$ cat src/rtl/tpu_pkg.sv
// Shared constants and types for the 2x2 TPU host streamer: batch geometry,
// byte positions within a batch for sent operands and returned results, FSM state.
package tpu_pkg;

  localparam int BATCH_LEN = 8;

  // Send order within a batch
  localparam logic [2:0] W0_IDX = 3'd0;
  localparam logic [2:0] W1_IDX = 3'd1;
  localparam logic [2:0] W2_IDX = 3'd2;
  localparam logic [2:0] W3_IDX = 3'd3;
  localparam logic [2:0] X0_IDX = 3'd4;
  localparam logic [2:0] X1_IDX = 3'd5;
  localparam logic [2:0] X2_IDX = 3'd6;
  localparam logic [2:0] X3_IDX = 3'(BATCH_LEN - 1);

  // Return order within a capture batch
  localparam logic [2:0] C00_HI_IDX = 3'd0;
  localparam logic [2:0] C00_LO_IDX = 3'd1;
  localparam logic [2:0] C01_HI_IDX = 3'd2;
  localparam logic [2:0] C01_LO_IDX = 3'd3;
  localparam logic [2:0] C10_HI_IDX = 3'd4;
  localparam logic [2:0] C10_LO_IDX = 3'd5;
  localparam logic [2:0] C11_HI_IDX = 3'd6;
  localparam logic [2:0] C11_LO_IDX = 3'(BATCH_LEN - 1);

  typedef enum logic {
    ST_IDLE   = 1'b0,
    ST_ACTIVE = 1'b1
  } streamer_state_e;

endpackage

$ cat src/rtl/tpu_result_fifo.sv
// Small result FIFO with synchronous push/pop and a zero-when-empty head output.
module tpu_result_fifo
#(
  parameter int WIDTH = 64,
  parameter int DEPTH = 2
) (
  input  logic             clk,
  input  logic             rst_n,
  input  logic             i_push,
  input  logic [WIDTH-1:0] i_push_data,
  input  logic             i_pop,
  output logic             o_full,
  output logic             o_empty,
  output logic [WIDTH-1:0] o_head
);
  localparam int AW = (DEPTH > 1) ? $clog2(DEPTH) : 1;
  localparam int CW = $clog2(DEPTH + 1);
  localparam logic [AW-1:0] LAST_PTR = AW'(DEPTH - 1);
  localparam logic [CW-1:0] DEPTH_C  = CW'(DEPTH);

  logic [WIDTH-1:0] r_mem [DEPTH];
  logic [AW-1:0]    r_wr_ptr;
  logic [AW-1:0]    r_rd_ptr;
  logic [CW-1:0]    r_count;

  assign o_full  = (r_count == DEPTH_C);
  assign o_empty = (r_count == '0);
  assign o_head  = o_empty ? '0 : r_mem[r_rd_ptr];

  always_ff @(posedge clk) begin
    if (i_push) begin
      r_mem[r_wr_ptr] <= i_push_data;
    end
  end

  always_ff @(posedge clk or negedge rst_n) begin
    if (!rst_n) begin
      r_wr_ptr <= '0;
      r_rd_ptr <= '0;
      r_count  <= '0;
    end else begin
      if (i_push) begin
        r_wr_ptr <= (r_wr_ptr == LAST_PTR) ? '0 : r_wr_ptr + AW'(1);
      end
      if (i_pop) begin
        r_rd_ptr <= (r_rd_ptr == LAST_PTR) ? '0 : r_rd_ptr + AW'(1);
      end
      if (i_push && !i_pop) begin
        r_count <= r_count + CW'(1);
      end else if (i_pop && !i_push) begin
        r_count <= r_count - CW'(1);
      end
    end
  end

endmodule

$ cat src/rtl/tpu_host_streamer.sv
// Host-side byte-serial master for the 2x2 TPU: serialises jobs, captures results into a FIFO.
// Optional feature macro TPU_STREAMER_TRANSPOSE_EN adds cmd_transpose/transpose per-job flag.
module tpu_host_streamer
  import tpu_pkg::*;
#(
  parameter int RESULT_SLOTS = 1,
  parameter int FIFO_DEPTH   = 2
) (
  input  logic        clk,
  input  logic        rst_n,
  input  logic        cmd_valid,
  output logic        cmd_ready,
  input  logic [31:0] cmd_w,
  input  logic [31:0] cmd_x,
`ifdef TPU_STREAMER_TRANSPOSE_EN
  input  logic        cmd_transpose,
  output logic        transpose,
`endif
  output logic        load_en,
  output logic [7:0]  host_indata,
  input  logic [7:0]  host_outdata,
  output logic        res_valid,
  input  logic        res_ready,
  output logic [63:0] res_c
);
  localparam int CW = $clog2(FIFO_DEPTH + 1);
  localparam logic [CW-1:0] DEPTH_C = CW'(FIFO_DEPTH);

  streamer_state_e         r_state;
  logic [2:0]              r_byte_idx;
  logic                    r_run;
  logic [CW-1:0]           r_credits;
  logic [31:0]             r_send_w;
  logic [31:0]             r_send_x;
  logic                    r_send_vld;
  logic [RESULT_SLOTS-1:0] r_slot;
  logic [63:0]             r_asm;
  logic                    r_push;

  logic w_accept;
  logic w_pop;
  logic w_batch_end;
  logic w_capture;
  logic w_fifo_full;
  logic w_fifo_empty;

  // r_run keeps cmd_ready low while reset is held and for the release cycle
  assign cmd_ready   = r_run && (r_credits < DEPTH_C) &&
                       ((r_state == ST_IDLE) || (r_byte_idx == X3_IDX));
  assign w_accept    = cmd_valid && cmd_ready;
  assign w_pop       = res_valid && res_ready;
  assign w_batch_end = (r_state == ST_ACTIVE) && (r_byte_idx == X3_IDX);
  assign w_capture   = (r_state == ST_ACTIVE) && r_slot[RESULT_SLOTS-1];
  assign load_en     = (r_state == ST_ACTIVE);
  assign res_valid   = !w_fifo_empty;

  always_comb begin
    host_indata = 8'h00;
    case (r_byte_idx)
      W0_IDX: host_indata = r_send_w[7:0];
      W1_IDX: host_indata = r_send_w[15:8];
      W2_IDX: host_indata = r_send_w[23:16];
      W3_IDX: host_indata = r_send_w[31:24];
      X0_IDX: host_indata = r_send_x[7:0];
      X1_IDX: host_indata = r_send_x[15:8];
      X2_IDX: host_indata = r_send_x[23:16];
      X3_IDX: host_indata = r_send_x[31:24];
    endcase
  end

  always_ff @(posedge clk or negedge rst_n) begin
    if (!rst_n) begin
      r_state    <= ST_IDLE;
      r_byte_idx <= 3'd0;
      r_run      <= 1'b0;
      r_credits  <= '0;
      r_send_w   <= '0;
      r_send_x   <= '0;
      r_send_vld <= 1'b0;
      r_slot     <= '0;
      r_asm      <= '0;
      r_push     <= 1'b0;
    end else begin
      r_run  <= 1'b1;
      r_push <= w_capture && (r_byte_idx == C11_LO_IDX);

      if (w_accept && !w_pop) begin
        r_credits <= r_credits + CW'(1);
      end else if (w_pop && !w_accept) begin
        r_credits <= r_credits - CW'(1);
      end

      case (r_state)
        ST_IDLE: begin
          if (w_accept) begin
            r_state    <= ST_ACTIVE;
            r_byte_idx <= W0_IDX;
          end
        end
        ST_ACTIVE: begin
          r_byte_idx <= r_byte_idx + 3'd1;
        end
      endcase

      // A batch with no accepted job is sent as zeros (bubble)
      if (w_accept || w_batch_end) begin
        r_send_w   <= w_accept ? cmd_w : '0;
        r_send_x   <= w_accept ? cmd_x : '0;
        r_send_vld <= w_accept;
      end

      if (w_batch_end) begin
        r_slot[0] <= r_send_vld;
        for (int i = 1; i < RESULT_SLOTS; i++) begin
          r_slot[i] <= r_slot[i-1];
        end
      end

      // r_asm is held as {c11,c10,c01,c00}; the push one cycle later reads the full word
      if (w_capture) begin
        case (r_byte_idx)
          C00_HI_IDX: r_asm[15:8]  <= host_outdata;
          C00_LO_IDX: r_asm[7:0]   <= host_outdata;
          C01_HI_IDX: r_asm[31:24] <= host_outdata;
          C01_LO_IDX: r_asm[23:16] <= host_outdata;
          C10_HI_IDX: r_asm[47:40] <= host_outdata;
          C10_LO_IDX: r_asm[39:32] <= host_outdata;
          C11_HI_IDX: r_asm[63:56] <= host_outdata;
          C11_LO_IDX: r_asm[55:48] <= host_outdata;
        endcase
      end
    end
  end

`ifdef TPU_STREAMER_TRANSPOSE_EN
  logic r_send_t;
  assign transpose = r_send_t;

  always_ff @(posedge clk or negedge rst_n) begin
    if (!rst_n) begin
      r_send_t <= 1'b0;
    end else if (w_accept || w_batch_end) begin
      r_send_t <= w_accept && cmd_transpose;
    end
  end
`endif

  tpu_result_fifo #(
    .WIDTH (64),
    .DEPTH (FIFO_DEPTH)
  ) u_result_fifo (
    .clk         (clk),
    .rst_n       (rst_n),
    .i_push      (r_push),
    .i_push_data (r_asm),
    .i_pop       (w_pop),
    .o_full      (w_fifo_full),
    .o_empty     (w_fifo_empty),
    .o_head      (res_c)
  );

  // Credits cap in-flight plus stored results, so a push can never meet a full FIFO
  assert property (@(posedge clk) disable iff (!rst_n) !(r_push && w_fifo_full));

endmodule

$ cat config.mk
export PLATFORM = sky130hd
export DESIGN_NAME = tpu_host_streamer
export DESIGN_NICKNAME = d
export VERILOG_FILES = /design/src/rtl/tpu_pkg.sv /design/src/rtl/tpu_result_fifo.sv /design/src/rtl/tpu_host_streamer.sv
export SDC_FILE = /design/constraint.sdc
export NUM_CORES = 1
export LEC_CHECK = 0
export ABC_AREA = 0
export CORE_UTILIZATION = 59
export DETAILED_ROUTE_END_ITERATION = 12
export PLACE_DENSITY = 0.92
export RECOVER_POWER = 50
export SLEW_MARGIN = 20
export SYNTH_ARGS = -nofsm -noshare
export SYNTH_HDL_FRONTEND = slang
export SYNTH_HIERARCHICAL = 1
export SYNTH_SLANG_ARGS = --single-unit
$ cat constraint.sdc
create_clock -name clk -period 7.1 [get_ports clk]
set_input_delay 1.42 -clock clk [delete_from_list [all_inputs] [get_ports clk]]
set_output_delay 1.42 -clock clk [all_outputs]
set_load 0.01 [all_outputs]
# Word-level counts from Yosys, hierarchy flattened
# Memory sizes are Yosys's and may differ from the RTL's.
# Cells that the tools add are included.
# Widths: inputs -> output; s select.
[totals] ff_bits=142 output_inout_bits=75 input_bits=76 elab_cells=83 ramBits=128 n_memories=1
[mem_list] memory="u_result_fifo.r_mem" words=2 width=64 read_ports=1 rd_ports_with_merged_regs=0 write_ports=1 line_no="tpu_result_fifo.sv:21" text="logic [WIDTH-1:0] r_mem [DEPTH];"
[op_classes] bitwise=1 addsub=7 reduce_logical=29 n_eq_ne=8 n_lt_le_gt_ge=1 n_mux=16
[ops] cell="$mux 32" count=2
[ops] cell="$mux 64" count=1
[ops] cell="$pmux 8 s8" count=1
[ops] cell="$reduce_and 2->1" count=8
[ops] cell="$eq 3x3->1 const B" count=4
[ops] cell="$logic_and 1x1->1" count=11
[ops] cell="$mux 2" count=4
[ops] cell="$eq 3x2->1 const B" count=2
[ops] cell="$mux 1" count=6
[ops] cell="$pmux 3 s2" count=1
[ops] cell="$add 2x1->2 const B" count=2
[ops] cell="$logic_not 1->1" count=4
[ops] cell="$reduce_bool 2->1" count=2
[ops] cell="$sub 2x1->2 const B" count=2
[ops] cell="$add 3x1->3 const B" count=1
[ops] cell="$eq 3x1->1 const B" count=1
[ops] cell="$logic_not 3->1" count=1
[ops] cell="$mux 3" count=1
[ops] cell="$add 1x1->1 const B" count=2
[ops] cell="$logic_not 2->1" count=1
[ops] cell="$logic_or 1x1->1" count=2
[ops] cell="$lt 2x2->1 const B" count=1
[ops] cell="$ne 2x2->1 const B" count=1
[ops] cell="$not 1->1" count=1

# Depth between registers and ports, before layout
# Gate-level depths: netlist of the first run.
[logic_depth] depth_word=8 ltp_mapped=10

# Cells and area by module
# Netlist of the first run, hierarchy kept.
[modules_own_cells] module="tpu_host_streamer" cells_each=400 seq_area_each_um2=3453.3 area_per_inst_um2=5640.4 n_inst=1
[modules_own_cells] module="tpu_result_fifo" cells_each=286 seq_area_each_um2=3943.8 area_per_inst_um2=5176.2 n_inst=1

# Worst setup path before layout of the first run
# No wires, ideal clock.
[synth_path] path_kind="reg2out" start="register r_byte_idx[2]" end="output port host_indata[0]" path_slack_ps=3151 stages_incl_launch_ff=11 arrival_ps=2529 path_cell_list="dfrtp_1 > buf_2 > clkbuf_1 > inv_1 > ha_1 > buf_6 > or4_4 > buf_6 > or2_1 > buf_6 > a41oi_1"
[synth_via] elab_chain_len=2 word_cells_on_any_way=9 cone_classes="7 x eq/ne; 1 x mux; 1 x reduce/logical"
[synth_lines] element="start, declared" line_no="tpu_host_streamer.sv:30" text="logic [2:0] r_byte_idx;"
[synth_lines] element="start signal, assigned" line_no="tpu_host_streamer.sv:101" text="r_byte_idx <= r_byte_idx + 3'd1;"
[synth_lines] element="$eq 3x3->1 (tied with other cells)" line_no="tpu_host_streamer.sv:59" text="case (r_byte_idx)"
[synth_lines] element="$pmux 8 s8 *" line_no="tpu_host_streamer.sv:59"
[synth_lines] element="end, declared" line_no="tpu_host_streamer.sv:20" text="output logic [7:0] host_indata,"
# Every way passes the cells marked *; elsewhere a longest branch is shown, timed or not.

# Worst setup path after layout of the first run
[layout_path] start="register r_byte_idx[2]" end="output port host_indata[2]"
# The elaborated chain is that of the path after synthesis.

==> results of run 1 <==
[final cells by class]
class / count / area (um^2) / area share, %
Sequential cell: 270 / 7400 / 56.1
Tap cell: 229 / 287 / 2.17
Multi-Input combinational cell: 366 / 3080 / 23.4
Timing Repair Buffer: 155 / 1530 / 11.6
Clock buffer: 32 / 723 / 5.48
Clock inverter: 13 / 144 / 1.09
Inverter: 7 / 26.3 / 0.199
[flip-flops by register name, summed over array words and instances (netlist names)]
| register | cells |
|---|---|
| u_result_fifo/r_mem | 128 |
| u_result_fifo/r_wr_ptr | 1 |
| r_send_vld | 1 |
| r_send_x | 32 |
| r_byte_idx | 3 |
| u_result_fifo/r_rd_ptr | 1 |
| load_en | 1 |
| r_asm | 64 |
| r_run | 1 |
| r_push | 1 |
| u_result_fifo/r_count | 2 |
| r_send_w | 32 |
| r_credits | 2 |
| r_slot | 1 |
[placed cells by master (no fill, tap or decap), drive strengths merged, types with 6 or more instances in the layout]
cell / count
a222oi: 8
a22o: 72
a41oi: 8
clkbuf: 34
clkdlybuf4s50: 149
clkinv: 8
dfrtp: 142
edfxtp: 128
ha: 9
inv: 7
mux2: 74
mux2i: 64
nand2: 24
nor2: 67
nor3: 8
xor2: 6
[worst register-to-register path, cell delays in order (launching register included)]
cell and delay [ns]:
dfrtp_1 0.40, nor2b_1 0.59, clkbuf_1 2.36
[where the power goes]
group          switching, mW  internal (mW)  total [mW]
clock                  0.558          0.827        1.38
sequential             0.417           2.21        2.63
combinational          0.855           1.09        1.95
[final timing paths]
check	start	to	slack [ns]	depth (start not counted)
worst max-delay path	r_byte_idx[2]	host_indata[2]	1.99	6
worst min-delay path	r_asm[36]	u_result_fifo/r_mem[1][36]	0.47	0
worst max register to register	r_push	u_result_fifo/r_mem[0][61]	3.24	2
worst min register to register	r_asm[36]	u_result_fifo/r_mem[1][36]	0.47	0
max in group asynchronous	rst_n	u_result_fifo/r_rd_ptr	4.90	2
min in group asynchronous	rst_n	r_send_x[11]	0.95	1
[through the flow]
stage / power (mW) / hold WS [ns] / cells / utilization, %
floorplan: 3.83 / 0.437 / 685 / -
global placement: 4.49 / 0.443 / 1027 / 68.7
detailed placement: 4.58 / 0.451 / 1027 / 68.7
CTS: 5.99 / 0.464 / 1072 / 73.6
global route: 6.27 / 0.479 / 1072 / 73.5
finish: 5.96 / 0.466 / 1072 / 73.5
[routing by layer]
metal  global-route usage (%)  up-vias  wire length (um)  share of wire (%)
met4                     8.42        0               619                2.9
met1                     30.8     3123              8890                 41
met5                        0        -                 0                  0
met3                     4.08       49              1250                5.8
met2                     40.9      241             10800                 50
li1                         -     2826                 -                  -
==> results.yml, run 1 <==
outcome:
  status: "finished with violations"
  failed_checks: "capacitance limit, slew limit"
cts:
  clkLatencyLatePin_ns: 0.51
  cts_hold_buf: 0
  ctsRootBufferMaster: "clkbuf_16"
  clkSinkCount: 270
  tritoncts: "built"
  htree_levels: 1
  cts_buffers: 25
  cts_max_path_buffers: 3
  cts_resized: 0
  cts_setup_buffers: 0
  cts.clk_slew.worst_paths_ns: 0.07
drt:
  wl_mm: 21.6
  ant_nets: 0
  dr.pass1.iters: 5
  via_per_inst: 5.82
  drc: 0
  vias: 6239
  drt-initial-drc-count: 367
  wl_per_cell_um: 20.1
floorplan:
  die_area_um2: 18900
  ios: 151
  dieHeight_um: 137
  placementRows: 49
  core_um2: 18000
  start_util_pct: 60.2
  die_x_um: 137
setup_path:
  required_ns: 5.68
  slowest_delay_ns: 0.79
  path_delay_family: "simple AND/OR/NAND/NOR gates"
  path_class: "reg -> out"
  cp_slowest_cell: "dfrtp_1"
  path_cells: "inv_1 > ha_1 > or4_4 > or2_1 > a41oi_1 > clkdlybuf4s50_1"
  cp-start-kind: "flop"
  cp_max_fo: 23
  crit_buf_inv: 2
  endpoint_kind: "primary output"
  worstPathArrival_ns: 3.69
timing:
  period_share_pct: 72.0
  fin_tns_setup_ns: 0
  tightestPinTransition_ns: 3.30
  fmax_mhz: 196
  worst_slack_ns: 1.99
  fin_skew_ns: 0.00954
  fin_crit_ns: 5.11
  hold_viol: 0
  finalSetupViolCount: 0
  maxSlewViolCount: 116
  rsz0062_at_grt: "no"
  relSlewSlack_pct: -120
synth:
  avgSynthCellArea_um2: 15.8
  syn_nets: 770
  yosys_warnings: 6
  synthCells: 685
  syn_area_um2: 10800
layout:
  syn_to_final_growth_pct: 22.1
  drive_above_1_share_pct: 16.3
  fill_cells: 1128
  num-nets-final: 910
  antenna-diode-count: 0
  fin_area_um2: 13200
place:
  pre_cts_ws_ns: 2.56
  numPortBuffers: 150
  gp_congestion: 0.895
  dp_hpwl_mm: 13.4
  place_area_um2: 12300
power:
  p_leak_nw: 5.34
  peakVddDrop_uv: 343
  power_density_nw_per_um2: 452
global_routing:
  grt_max_degree: 95
  overflow: 0
  grt_pass1_wl_mm: 33.2
  grt_pass1_vias: 6155
  grt_usage_pct: 23.8
  antenna_found_initial: 0
run:
  maxCapViolCount: 2
hold_path:
  hold_path_class: "reg -> reg"
(Power assumes the default switching activity.)
==> inputs of run 2 (changes only) <==
- CORE_UTILIZATION: 59 -> 55
- PLACE_DENSITY: 0.92 -> 0.87
- clock period: 7.1 -> 4.95 ns (I/O delays scaled with it)
==> results.yml, run 2 (synthesis results as in run 1) <==
cts:
  htree_levels: 1
  cts.clk_slew.worst_paths_ns: 0.07
  cts_max_path_buffers: 3
  tritoncts: "built"
  ctsRootBufferMaster: "clkbuf_16"
  cts_buffers: 26
  clkSinkCount: 270
  cts_hold_buf: 0
  cts_setup_buffers: 0
  clkLatencyLatePin_ns: 0.52
  cts_resized: 0
drt:
  wl_per_cell_um: 20.2
  ant_nets: 0
  drc: 0
  drt-initial-drc-count: 370
  via_per_inst: 5.65
  vias: 6269
  wl_mm: 22.4
  dr.pass1.iters: 5
setup_path:
  path_cells: "inv_1 > ha_1 > or4_4 > or2_1 > a41oi_1 > clkdlybuf4s50_1"
  reg2reg_depth: 2
  r2r_slack_ns: 1.67
  path_delay_family: "simple AND/OR/NAND/NOR gates"
  crit_buf_inv: 2
  endpoint: "host_indata[4]"
  path_class: "reg -> out"
  worst-path-stages: 6
  required_ns: 3.96
  slowest_delay_ns: 0.81
  cp_slowest_cell: "dfrtp_1"
  worstPathArrival_ns: 3.70
  cp-start-kind: "flop"
  cp_max_fo: 23
  cp-startpoint: "r_byte_idx[2]"
  reg2reg_from: "r_push"
  endpoint_kind: "primary output"
  r2r_end: "u_result_fifo/r_mem[0][46]"
layout:
  layout_common_cells: "clkdlybuf4s50_1, dfrtp_1, edfxtp_1"
  syn_to_final_growth_pct: 23.4
  fin_util_pct: 70.4
  reg_top3: "u_result_fifo/r_mem (128), r_asm (64)"
  drive_above_1_share_pct: 16.9
  fill_cells: 1236
  antenna-diode-count: 0
  regMostFlops: "u_result_fifo/r_mem"
  layout_commonest_cell: "clkdlybuf4s50_1"
  num-nets-final: 915
  largest_reg_flops: 128
  regArea_um2: 7400
  fin_cells: 1110
  fin_area_um2: 13300
  multi_input_area_um2: 3080
global_routing:
  grt_max_degree: 105
  antenna_found_initial: 0
  grt_pass1_wl_mm: 34.6
  overflow: 0
  grt_pass1_vias: 6277
  grt_usage_pct: 22.7
run:
  maxCapViolCount: 3
place:
  placed_cells: 1061
  numPortBuffers: 150
  gp_congestion: 0.880
  place_area_um2: 12400
  pre_cts_ws_ns: 0.793
  dp_hpwl_mm: 14.2
floorplan:
  die_x_um: 142
  start_util_pct: 57.0
  dieHeight_um: 142
  ios: 151
  placementRows: 50
  core_um2: 19000
  die_area_um2: 20200
timing:
  maxSlewViolCount: 150
  finalSetupViolCount: 0
  fin_tns_setup_ns: 0
  tightestPinTransition_ns: 2.68
  fin_skew_ns: 0.0125
  period_share_pct: 94.8
  relSlewSlack_pct: -78.5
  worst_slack_ns: 0.260
  hold_viol: 0
  rsz0062_at_grt: "no"
  fmax_mhz: 213
  fin_crit_ns: 4.69
hold_path:
  holdCritStartpoint: "r_asm[48]"
  hold_path_class: "reg -> reg"
power:
  p_leak_nw: 5.39
  peakVddDrop_uv: 553
  power_density_nw_per_um2: 653
outcome:
  failed_checks: "capacitance limit, slew limit"
  status: "finished with violations"
## run 2: changes by cell type in the layout (fill, tap and decap cells not counted), sizes merged
cell,before,now
buf,4,7
clkinv,8,7
inv,7,10
bufinv,3,4
clkbuf,34,35
## run 2: cell type report
type,instances,share of cell area (%)
timing repair buffer,159,11.8
sequential,270,55.5
clock buffer,32,5.52
multi-input combinational,366,23.1
inverter,7,0.197
tap,260,2.44
clock inverter,16,1.44
## run 2: how the worst min path moves through the flow
stage                                             to  slack, ns  depth (start not counted)
after global routing      u_result_fifo/r_mem[0][26]       0.48                          0
after floorplan            u_result_fifo/r_mem[0][0]       0.44                          0
after CTS                 u_result_fifo/r_mem[0][26]       0.46                          0
after global placement    u_result_fifo/r_mem[1][27]       0.44                          0
after detailed placement  u_result_fifo/r_mem[1][26]       0.45                          0
final                     u_result_fifo/r_mem[1][48]       0.46                          0
## run 2: power breakdown
| part | switching (mW) | internal [mW] |
|---|---|---|
| Combinational | 1.32 | 1.58 |
| Sequential | 0.522 | 3.17 |
| Clock | 0.837 | 1.27 |
## run 2: routing by layer
metal  routed length (um)  global-route usage (%)
met1                 9460                    30.4
met2                11300                    38.6
met3                 1310                    4.24
met4                  346                    5.15
met5                    0                       0
## run 2: metrics by stage
step	total power [mW]	hold WS, ns
2_1_floorplan	5.49	0.437
3_3_place_gp	6.46	0.442
3_5_place_dp	6.60	0.450
4_1_cts	8.75	0.464
5_1_grt	9.11	0.480
6_report	8.71	0.456
==> inputs of run 3 (changes only) <==
- GPL_ROUTABILITY_DRIVEN: not set -> 0
- REMOVE_ABC_BUFFERS: not set -> 1
==> results.yml, run 3 (synthesis results as in run 1) <==
outcome:
  status: "finished with violations"
  failed_checks: "capacitance limit, slew limit"
power:
  peakVddDrop_uv: 535
  power_density_nw_per_um2: 650
  p_clk_share_pct: 23.5
  p_leak_nw: 5.37
  p_seq_share_pct: 42.7
  switching_power_mw: 2.66
  intPower_mw: 5.98
  p_sw_share_pct: 30.8
  total_power_mw: 8.64
  p_comb_share_pct: 33.8
hold_path:
  hold_path_class: "reg -> reg"
setup_path:
  endpoint: "host_indata[6]"
  required_ns: 3.96
  cp_slowest_cell: "or4_4"
  crit_top_cell: "ha_1"
  path_cells: "ha_1 > ha_1 > or4_4 > or2_1 > a41oi_1 > clkdlybuf4s50_1"
  reg2reg_from: "r_push"
  worstPathArrival_ns: 3.39
  r2r_end: "u_result_fifo/r_mem[1][7]"
  r2r_slack_ns: 1.14
  reg2reg_depth: 2
  cp_max_fo: 10
  worst-path-stages: 6
  crit_buf_inv: 1
  path_class: "reg -> out"
  slowest_delay_ns: 0.64
  endpoint_kind: "primary output"
  cp-startpoint: "r_byte_idx[0]"
  cp-start-kind: "flop"
  path_delay_family: "simple AND/OR/NAND/NOR gates"
drt:
  wl_mm: 22.3
  top_layer_used: "met4"
  ant_nets: 0
  drc: 0
  wl_met3_mm: 1.74
  via_per_inst: 5.74
  dr.pass1.iters: 6
  vias: 6362
  wl_per_cell_um: 20.1
  wl_met2_mm: 11.0
  drt-initial-drc-count: 489
  wl_met1_mm: 9.04
place:
  dp_hpwl_mm: 13.9
  numPortBuffers: 150
  pre_cts_ws_ns: 1.17
timing:
  rsz0062_at_grt: "no"
  fin_tns_setup_ns: 0
  hold_viol: 0
  fmax_mhz: 229
  maxSlewViolCount: 200
  hold_slack_ns: 0.464
  tightestPinTransition_ns: 3.88
  finalSetupViolCount: 0
  fin_skew_ns: 0.00750
  worst_slack_ns: 0.574
  relSlewSlack_pct: -159
  period_share_pct: 88.4
  fin_crit_ns: 4.38
floorplan:
  placementRows: 50
  start_util_pct: 57.0
  ios: 151
  die_x_um: 142
  dieHeight_um: 142
  core_um2: 19000
  die_area_um2: 20200
layout:
  fin_util_pct: 70.1
  layout_common_cells: "clkdlybuf4s50_1, dfrtp_1, edfxtp_1"
  reg_top3: "u_result_fifo/r_mem (128), r_asm (64)"
  num-nets-final: 914
  regMostFlops: "u_result_fifo/r_mem"
  fill_cells: 1266
  largest_reg_flops: 128
  syn_to_final_growth_pct: 22.9
  layout_commonest_cell: "clkdlybuf4s50_1"
  antenna-diode-count: 0
  drive_above_1_share_pct: 16.1
  regArea_um2: 7400
  multi_input_area_um2: 3070
cts:
  cts_hold_buf: 0
  cts_buffers: 26
  htree_levels: 1
  cts.clk_slew.worst_paths_ns: 0.06
  clkLatencyLatePin_ns: 0.51
  cts_max_path_buffers: 3
  tritoncts: "built"
  ctsRootBufferMaster: "clkbuf_16"
  cts_setup_buffers: 0
  clkSinkCount: 270
  cts_resized: 0
global_routing:
  grt_pass1_wl_mm: 35.4
  grt_max_degree: 109
  overflow: 0
  antenna_found_initial: 0
  grt_usage_pct: 23.0
  grt_pass1_vias: 6427
run:
  maxCapViolCount: 3
run 3: cell count changes in the layout (fill, tap and decap cells not counted), sizes merged:
cell | previous run | this run
bufinv | 4 | 3
clkinvlp | 2 | 0
clkinv | 7 | 6
clkbuf | 35 | 40
inv | 10 | 8
run 3: final cells by class:
type	instances	share of cell area, %
Clock buffer	38	5.77
Clock inverter	10	0.970
Inverter	7	0.198
Multi-Input combinational cell	366	23.1
Sequential cell	270	55.7
Tap cell	260	2.45
Timing Repair Buffer	158	11.8
run 3: worst min-delay path by stage:
stage               depth (start not counted)  slack (ns)       from                         end
floorplan                                   0        0.44   r_asm[0]   u_result_fifo/r_mem[0][0]
global placement                            0        0.44  r_asm[25]  u_result_fifo/r_mem[1][25]
detailed placement                          0        0.45  r_asm[23]  u_result_fifo/r_mem[1][23]
CTS                                         0        0.46  r_asm[20]  u_result_fifo/r_mem[0][20]
global route                                0        0.48  r_asm[23]  u_result_fifo/r_mem[1][23]
finish                                      0        0.46  r_asm[20]  u_result_fifo/r_mem[1][20]
run 3: routing by layer:
layer	global-route usage (%)	up-vias
met5	0	-
met4	6.11	0
met3	4.68	40
met2	37.9	272
met1	31.3	3203
li1	-	2847
run 3: metrics by stage:
stage               cells  cell area [um^2]
CTS                  1108             13300
global route         1109             13300
global placement     1060             12400
detailed placement   1060             12400
finish               1109             13300
floorplan             643             10500
run 3: power by group through the flow:
stage	registers, mW	clock network [mW]	logic, mW
after global placement	3.72	0	2.76
after CTS	3.75	2.07	2.88
after detailed placement	3.78	0	2.86
after floorplan	3.59	0	1.73
final	3.69	2.03	2.92
after global routing	3.76	2.16	3.16
